$ cat src/rtl/muldiv_unit.sv
`timescale 1ns/1ps
// ----------------------------------------------------------------------------
// muldiv_unit
//
// Iterative 32-bit multiply/divide unit feeding the register file write port.
// One MULTU/MULT/DIVU/DIV operation is accepted at a time. The operation takes
// a fixed 34 cycles from the accept edge to the DONE cycle, and then a single
// one-cycle register write of the selected result half is issued.
//
// Build option:
//   MULDIV_DIV_EN  defined   -> restoring divider present (DIVU/DIV computed)
//                  undefined -> no divide datapath; DIVU/DIV go straight to
//                               DONE with hi=lo=0, WEN=0 and div0=1
//
// Ports:
//   CLK     in   1  clock, rising edge
//   nRST    in   1  asynchronous active-low reset
//   start   in   1  request, accepted only in IDLE
//   op      in   2  00 MULTU, 01 MULT, 10 DIVU, 11 DIV
//   opA     in  32  multiplicand / dividend (sampled at accept)
//   opB     in  32  multiplier / divisor (sampled at accept)
//   dest    in   5  destination register (sampled at accept)
//   hi_sel  in   1  1: write back HI, 0: write back LO (sampled at accept)
//   flush   in   1  synchronous abort, beats start
//   busy    out  1  not IDLE
//   done    out  1  one-cycle completion pulse
//   WEN     out  1  register file write enable (dest != 0)
//   wsel    out  5  register file write select
//   wdat    out 32  register file write data
//   hi      out 32  product[63:32] / remainder
//   lo      out 32  product[31:0]  / quotient
//   div0    out  1  divide-by-zero flag, valid with done
// ----------------------------------------------------------------------------
module muldiv_unit (
  input  logic        CLK,
  input  logic        nRST,
  input  logic        start,
  input  logic [1:0]  op,
  input  logic [31:0] opA,
  input  logic [31:0] opB,
  input  logic [4:0]  dest,
  input  logic        hi_sel,
  input  logic        flush,
  output logic        busy,
  output logic        done,
  output logic        WEN,
  output logic [4:0]  wsel,
  output logic [31:0] wdat,
  output logic [31:0] hi,
  output logic [31:0] lo,
  output logic        div0
);

  typedef enum logic [1:0] {
    IDLE = 2'd0,
    CALC = 2'd1,
    FIX  = 2'd2,
    DONE = 2'd3
  } state_t;

  state_t r_state;
  state_t w_state_next;

  // Control strobes derived from the state machine
  logic w_accept;   // operands latched this edge
  logic w_iter;     // one multiply/divide step this edge
  logic w_finish;   // FIX -> DONE: results loaded this edge

  // Sequencing
  logic [4:0]  r_cnt;
  logic        r_warm;     // first CALC cycle after accept, no step taken
  logic [4:0]  r_dest;
  logic        r_hi_sel;
  logic        r_neg_lo;   // negate product (MULT) or quotient (DIV)

  // Multiply datapath
  logic [31:0] r_mcand;
  logic [63:0] r_acc;      // {partial product, remaining multiplier bits}
  logic [32:0] w_madd;

  // Operand magnitudes and signs at accept
  logic        w_sign_a;
  logic        w_sign_b;
  logic [31:0] w_abs_a;
  logic [31:0] w_abs_b;

  // Result correction
  logic [63:0] w_prod;
  logic [31:0] w_fix_hi;
  logic [31:0] w_fix_lo;

  // Registered write-back outputs
  logic        r_done;
  logic        r_wen;
  logic [4:0]  r_wsel;
  logic [31:0] r_wdat;
  logic [31:0] r_hi;
  logic [31:0] r_lo;
  logic        r_div0_out;

`ifdef MULDIV_DIV_EN
  // Divide datapath
  logic        r_is_div;
  logic        r_neg_hi;   // remainder takes the dividend sign
  logic        r_div0;     // divisor was zero at accept
  logic [31:0] r_divisor;
  logic [31:0] r_rem;
  logic [31:0] r_quo;      // dividend bits shift out as quotient bits shift in
  logic [32:0] w_shift;    // 33-bit partial remainder for this step
  logic        w_ge;
  logic [31:0] w_sub;
  logic [31:0] w_quo_fix;
  logic [31:0] w_rem_fix;
`endif

  // --------------------------------------------------------------------------
  // Operand preparation
  // --------------------------------------------------------------------------
  always_comb begin
    w_sign_a = op[0] & opA[31];
    w_sign_b = op[0] & opB[31];
    w_abs_a  = w_sign_a ? (32'd0 - opA) : opA;
    w_abs_b  = w_sign_b ? (32'd0 - opB) : opB;
  end

  // --------------------------------------------------------------------------
  // State register
  // --------------------------------------------------------------------------
  always_ff @(posedge CLK or negedge nRST) begin
    if (!nRST) begin
      r_state <= IDLE;
    end else begin
      r_state <= w_state_next;
    end
  end

  // --------------------------------------------------------------------------
  // Next-state and control strobes
  // --------------------------------------------------------------------------
  always_comb begin
    w_state_next = r_state;
    w_accept     = 1'b0;
    w_iter       = 1'b0;
    w_finish     = 1'b0;
    case (r_state)
      IDLE: begin
        if (start) begin
          w_accept = 1'b1;
`ifdef MULDIV_DIV_EN
          w_state_next = CALC;
`else
          // Without a divider a divide completes immediately as div0.
          w_state_next = op[1] ? DONE : CALC;
`endif
        end
      end
      CALC: begin
        if (!r_warm) begin
          w_iter = 1'b1;
          if (r_cnt == 5'd31) begin
            w_state_next = FIX;
          end
        end
      end
      FIX: begin
        w_finish     = 1'b1;
        w_state_next = DONE;
      end
      DONE: begin
        w_state_next = IDLE;
      end
      default: begin
        w_state_next = IDLE;
      end
    endcase
    // Abort wins over everything, including a start in IDLE.
    if (flush) begin
      w_state_next = IDLE;
      w_accept     = 1'b0;
      w_iter       = 1'b0;
      w_finish     = 1'b0;
    end
  end

  // --------------------------------------------------------------------------
  // Step logic
  // --------------------------------------------------------------------------
  always_comb begin
    w_madd = {1'b0, r_acc[63:32]} + (r_acc[0] ? {1'b0, r_mcand} : 33'd0);
  end

`ifdef MULDIV_DIV_EN
  always_comb begin
    w_shift = {r_rem, r_quo[31]};
    w_ge    = (w_shift >= {1'b0, r_divisor});
    // When w_ge holds the true difference is below the divisor, so the
    // 32-bit wrapped subtraction is exact.
    w_sub   = w_shift[31:0] - r_divisor;
  end
`endif

  // --------------------------------------------------------------------------
  // Sequencing and datapath registers
  // --------------------------------------------------------------------------
  always_ff @(posedge CLK or negedge nRST) begin
    if (!nRST) begin
      r_cnt     <= 5'd0;
      r_warm    <= 1'b0;
      r_dest    <= 5'd0;
      r_hi_sel  <= 1'b0;
      r_neg_lo  <= 1'b0;
      r_mcand   <= 32'd0;
      r_acc     <= 64'd0;
`ifdef MULDIV_DIV_EN
      r_is_div  <= 1'b0;
      r_neg_hi  <= 1'b0;
      r_div0    <= 1'b0;
      r_divisor <= 32'd0;
      r_rem     <= 32'd0;
      r_quo     <= 32'd0;
`endif
    end else if (w_accept) begin
      r_cnt     <= 5'd0;
      r_warm    <= 1'b1;
      r_dest    <= dest;
      r_hi_sel  <= hi_sel;
      r_neg_lo  <= w_sign_a ^ w_sign_b;
      r_mcand   <= w_abs_a;
      r_acc     <= {32'd0, w_abs_b};
`ifdef MULDIV_DIV_EN
      r_is_div  <= op[1];
      r_neg_hi  <= w_sign_a;
      r_div0    <= op[1] & (opB == 32'd0);
      r_divisor <= w_abs_b;
      r_rem     <= 32'd0;
      r_quo     <= w_abs_a;
`endif
    end else if (r_state == CALC && r_warm) begin
      r_warm <= 1'b0;
    end else if (w_iter) begin
      r_cnt <= r_cnt + 5'd1;
`ifdef MULDIV_DIV_EN
      if (r_is_div) begin
        r_rem <= w_ge ? w_sub : w_shift[31:0];
        r_quo <= {r_quo[30:0], w_ge};
      end else begin
        r_acc <= {w_madd, r_acc[31:1]};
      end
`else
      r_acc <= {w_madd, r_acc[31:1]};
`endif
    end
  end

  // --------------------------------------------------------------------------
  // Sign correction (FIX)
  // --------------------------------------------------------------------------
  always_comb begin
    w_prod = r_neg_lo ? (64'd0 - r_acc) : r_acc;
`ifdef MULDIV_DIV_EN
    // With a zero divisor the divider naturally yields an all-ones quotient
    // and leaves |dividend| in the remainder; re-applying the dividend sign
    // to that remainder reproduces the raw dividend (0x80000000 included).
    w_quo_fix = r_div0 ? 32'hFFFF_FFFF : (r_neg_lo ? (32'd0 - r_quo) : r_quo);
    w_rem_fix = r_neg_hi ? (32'd0 - r_rem) : r_rem;
    w_fix_hi  = r_is_div ? w_rem_fix : w_prod[63:32];
    w_fix_lo  = r_is_div ? w_quo_fix : w_prod[31:0];
`else
    w_fix_hi  = w_prod[63:32];
    w_fix_lo  = w_prod[31:0];
`endif
  end

  // --------------------------------------------------------------------------
  // Result and write-back registers. The write-back fields are loaded on
  // entry to DONE and fall back to zero on the following edge.
  // --------------------------------------------------------------------------
  always_ff @(posedge CLK or negedge nRST) begin
    if (!nRST) begin
      r_done     <= 1'b0;
      r_wen      <= 1'b0;
      r_wsel     <= 5'd0;
      r_wdat     <= 32'd0;
      r_hi       <= 32'd0;
      r_lo       <= 32'd0;
      r_div0_out <= 1'b0;
    end else begin
      r_done     <= 1'b0;
      r_wen      <= 1'b0;
      r_wsel     <= 5'd0;
      r_wdat     <= 32'd0;
      r_div0_out <= 1'b0;
      if (w_finish) begin
        r_done     <= 1'b1;
        r_wen      <= (r_dest != 5'd0);
        r_wsel     <= r_dest;
        r_wdat     <= r_hi_sel ? w_fix_hi : w_fix_lo;
        r_hi       <= w_fix_hi;
        r_lo       <= w_fix_lo;
`ifdef MULDIV_DIV_EN
        r_div0_out <= r_div0;
`endif
      end
`ifndef MULDIV_DIV_EN
      else if (w_accept && op[1]) begin
        r_done     <= 1'b1;
        r_wen      <= 1'b0;
        r_wsel     <= dest;
        r_wdat     <= 32'd0;
        r_hi       <= 32'd0;
        r_lo       <= 32'd0;
        r_div0_out <= 1'b1;
      end
`endif
    end
  end

  assign busy = (r_state != IDLE);
  assign done = r_done;
  assign WEN  = r_wen;
  assign wsel = r_wsel;
  assign wdat = r_wdat;
  assign hi   = r_hi;
  assign lo   = r_lo;
  assign div0 = r_div0_out;

endmodule

$ cat config.mk
export PLATFORM = sky130hd
export DESIGN_NAME = muldiv_unit
export DESIGN_NICKNAME = d
export VERILOG_FILES = /design/src/rtl/muldiv_unit.sv
export SDC_FILE = /design/constraint.sdc
export NUM_CORES = 1
export LEC_CHECK = 0
export ABC_AREA = 1
export BUFFER_PORTS_ARGS = -buffer_cell sky130_fd_sc_hd__buf_2
export CAP_MARGIN = 10
export CORE_MARGIN = 5
export CORE_UTILIZATION = 54
export DETAILED_ROUTE_END_ITERATION = 8
export GPL_TIMING_DRIVEN = 0
export HOLD_SLACK_MARGIN = 0.12
export PLACE_DENSITY = 0.8
export SKIP_LAST_GASP = 1
export SYNTH_ARGS = -nofsm -noshare
export SYNTH_HDL_FRONTEND = slang
export SYNTH_SLANG_ARGS = --single-unit
$ cat constraint.sdc
create_clock -name CLK -period 2 [get_ports CLK]
set_input_delay 0.3 -clock CLK [delete_from_list [all_inputs] [get_ports CLK]]
set_output_delay 0.3 -clock CLK [all_outputs]
set_load 0.01 [all_outputs]
==> metrics <==
switching fraction of total power=52.5%; number of synthesis warnings=0; Worst VDD drop=807 µV; Antenna Cells=0; worst max-slew margin expressed relative to the limit=44.8%; overall die width=177 µm; length of routed met2 wiring=26,200 µm; Max Transition Viols Final=0; remaining global-route overflow=0; antenna violations before repair=2; clock transition time at the flip-flop clock pins of the worst setup and hold paths=0.06 ns; filler cell count in the final layout=2,306; worst-case clock buffer depth=3; maximum level of the CTS H-tree=1; clock insertion delay at the later pin of the skew report=0.53 ns; clock network power share=13.4%; Data required, critical path=2.41 ns; DRC violations left=0; period utilization=115%; register area share after synthesis=35.6%; overall die area=31,500 µm²; final RePlAce weighted congestion=1.04; number of buffers inserted by port buffering=180; Hold WC Path Type=primary input to flop; number of buffers created by CTS=23; global-route wire length before repair=88,100 µm; Crit path depth=16; final design utilization=70.0%; total standard cell area after synthesis=15,100 µm²; EDFF count, synth=0; worst setup skew after layout=0.0162 ns; placement-stage worst setup slack=-0.631 ns; RSZ-0062 raised after global routing=true; I/O pin count=181; remaining antenna violation count=0; fraction of post-synthesis cell area in the top cell type by area=35.6%; fraction of layout cells with a size suffix above 1=24.1%; design internal power=14.9 mW; Worst Tran Pin Value=0.829 ns; final count of negative-setup-slack endpoints=85; static leakage=10.4 nW; total routed wirelength=59,600 µm; FMAX=0.434 GHz; GRT Total Usage=36.0%; largest stage delay on the critical path=0.39 ns; maximum capacitance violations=0; Most common cell on crit path=nand2_1; net switching power=16.5 mW; combinational share of power=60.4%; detailed-route vias per instance=5.72; sum of met3 wire segment lengths after detailed routing=5690 µm; Layout Area Growth over Synthesis=28.2%; length of routed wiring on met1=25,000 µm; PD cells=1620 nW/µm²; sequential fraction of design power=26.1%; result of the run=finished with violations; final net count=2,712; area taken by multi-input logic gates=9710 µm²; vias in the first global route=15,700; average routed wire per standard cell=20.0 µm; Worst Path Class, Setup=flop to flop; Final Critical Period=2.30 ns; Synth async-reset ratio=100%; per-instance average area after synthesis=6.49 µm²; DP HPWL=45,100 µm; top routing layer in use=met5; maximum number of pins on one net before global-route repair=112; critical path's top delay family=simple AND/OR/NAND/NOR gates; top_reg_cell synth=dfrtp_1; capturing element type of the critical path=flop; Starting Density=54.6%; combined buffer and inverter count along the critical path=3; total via count in the routed design=17,100; biggest area contributors in the synthesized netlist=dfrtp_1 (36%), nand2_1 (20%), inv_1 (7.6%); Worst setup SP type=flop; cell type with the largest total area after synthesis=dfrtp_1; area of the placeable core=27,700 µm²; violations in the final reports=negative setup slack; library cell contributing the largest single delay on the critical path=fa_2; commonest cells after routing, fill and taps aside=nand2_1 (724), inv_1 (297), dfrtp_1 (214), buf_2 (203), nor2_1 (201); number of register bits inferred by synthesis=215; row cnt=61; post-synth cell types=52; die height=177 µm; CP arrival=2.72 ns; hold depth=3; Final Hold Vio Count=0; syn nets=2,446; worst-path maximum fanout=7; Post-Syn Instances=2,329; number of cells on the worst reg-to-reg path=16; Root Driver=clkbuf_16; CTS sink count=215; most common cell after layout, fill and taps aside=nand2_1; TritonRoute pass-1 iters=6; fin worst setup slack=-0.303 ns; CTS tree=yes; ordered cell list for the critical path=buf_8 -> clkbuf_16 -> nand2_4 -> inv_2 -> ha_4 -> fa_2 -> nand3_4 -> nand2_4 -> nand2_4 -> nand2_8 -> nand3_2 -> nand3_2 -> nand2_1 -> nand2_1 -> nand2_1 -> nand2_1; starting DRC count in detailed routing=1,752; storage element area=5380 µm²
[synthesized netlist by cell type (2+ instances only)]
cell and count:
nand2_2 13, inv_1 306, dfrtp_1 215, ha_1 40, a21oi_1 73, o21bai_1 10
o211ai_1 12, o21ai_2 4, clkbuf_1 29, nor3_1 17, inv_2 5, o21ai_0 128
nand3_1 193, nand4_1 31, nand2_1 814, clkinv_1 3, and3_1 2, nand3_2 7
and2_1 3, nor2_4 5, buf_6 2, buf_1 7, nor2_2 17, nor4_1 5
xnor2_1 4, or2_2 3, a21o_1 6, a21boi_0 2, o21ai_1 16, o22ai_1 12
xor2_1 32, nand3b_1 3, a22oi_1 2, buf_2 30, nor2_1 235, o221ai_1 13
nand2_4 3, a22o_1 13
[repair_timing]
| item | in CTS | in global routing |
|---|---|---|
| endpoints found under the setup margin | 166 | 179 |
| setup buffers | 9 | 29 |
| gates resized for setup | 160 | 247 |
| pin swaps | 22 | 78 |
| hold endpoints to repair | 129 | 0 |
| hold buffers | 21 | 0 |
| gates cloned | 1 | 0 |
[worst reg2reg max path: cells and delay by family (launching register included)]
kind / cells / cell delay, ns
AND/OR/NAND/NOR: 11 / 0.92
adder cells (fa/ha/maj): 2 / 0.55
flip-flops: 1 / 0.38
buffers and inverters: 3 / 0.35
[per-layer routing]
metal / vias to the layer above / GRT usage [%]
met3: 165 / 4.67
met5: - / 0
met1: 8011 / 51.8
met4: 2 / 14.3
li1: 7942 / -
met2: 969 / 55.4
[cell families (layout without fill, tap and decap cells)]
kind of cell / Yosys count / count (layout) / synth area share [%]
and+or+nand+nor: 1355 / 1355 / 37.6
adders and majority gates: 41 / 41 / 3.44
DFF: 215 / 215 / 35.6
AOI/OAI and AO/OA: 299 / 299 / 11.5
xor gates and xnor gates: 36 / 36 / 2.08
buffers and inverters: 383 / 663 / 9.86
[worst paths after layout]
check	slack, ns	from	end
worst min-delay path	0.13	opA[7]	r_mcand[7]$_DFFE_PN0P_
max in group asynchronous	0.55	nRST	r_acc[49]$_DFFE_PN0P_
worst max-delay path	-0.30	r_acc[0]$_DFFE_PN0P_	r_acc[63]$_DFFE_PN0P_
min in group asynchronous	0.40	nRST	lo[18]$_DFFE_PN0P_
worst max register to register	-0.30	r_acc[0]$_DFFE_PN0P_	r_acc[63]$_DFFE_PN0P_
worst min register to register	0.48	r_mcand[15]$_DFFE_PN0P_	r_mcand[15]$_DFFE_PN0P_
[flip-flops by register name, indices dropped and copies added (netlist names)]
| register | cells |
|---|---|
| WEN | 1 |
| hi | 32 |
| div0 | 1 |
| done | 1 |
| wdat | 32 |
| r_acc | 64 |
| r_hi_sel | 1 |
| r_warm | 1 |
| wsel | 5 |
| r_cnt | 5 |
| r_state | 2 |
| lo | 32 |
| r_dest | 5 |
| r_neg_lo | 1 |
| r_mcand | 32 |
[through the flow]
step / hold WS (ns) / area, µm² / setup TNS, ns / power, mW / cells
floorplan: 0.00441 / 15200 / -0.110 / 17.6 / 2329
global route: 0.147 / 19400 / -16.98 / 33.2 / 2987
detailed placement: 0.376 / 16600 / -24.81 / 23.2 / 2888
finish: 0.125 / 19400 / -10.07 / 31.4 / 2987
global placement: 0.461 / 16500 / -620.13 / 22.9 / 2887
CTS: 0.122 / 18300 / -4.42 / 28.7 / 2958
[power by group through the flow]
stage | registers, mW | clock network [mW] | logic (mW)
2_1_floorplan | 7.63 | 0 | 9.93
3_3_place_gp | 7.88 | 0 | 15.0
3_5_place_dp | 7.93 | 0 | 15.3
5_1_grt | 8.32 | 4.43 | 20.4
4_1_cts | 8.00 | 4.19 | 16.5
6_report | 8.20 | 4.22 | 19.0
[layout make-up]
cell class / instances / area share, %
buffer: 68 / 2.14
clock buffer: 30 / 3.31
clock inverter: 9 / 0.432
inverter: 315 / 6.18
multi-input combinational: 1731 / 50.1
sequential: 215 / 27.8
tap: 378 / 2.44
timing repair buffer: 241 / 7.66
Power figures use the tool's default switching activity.
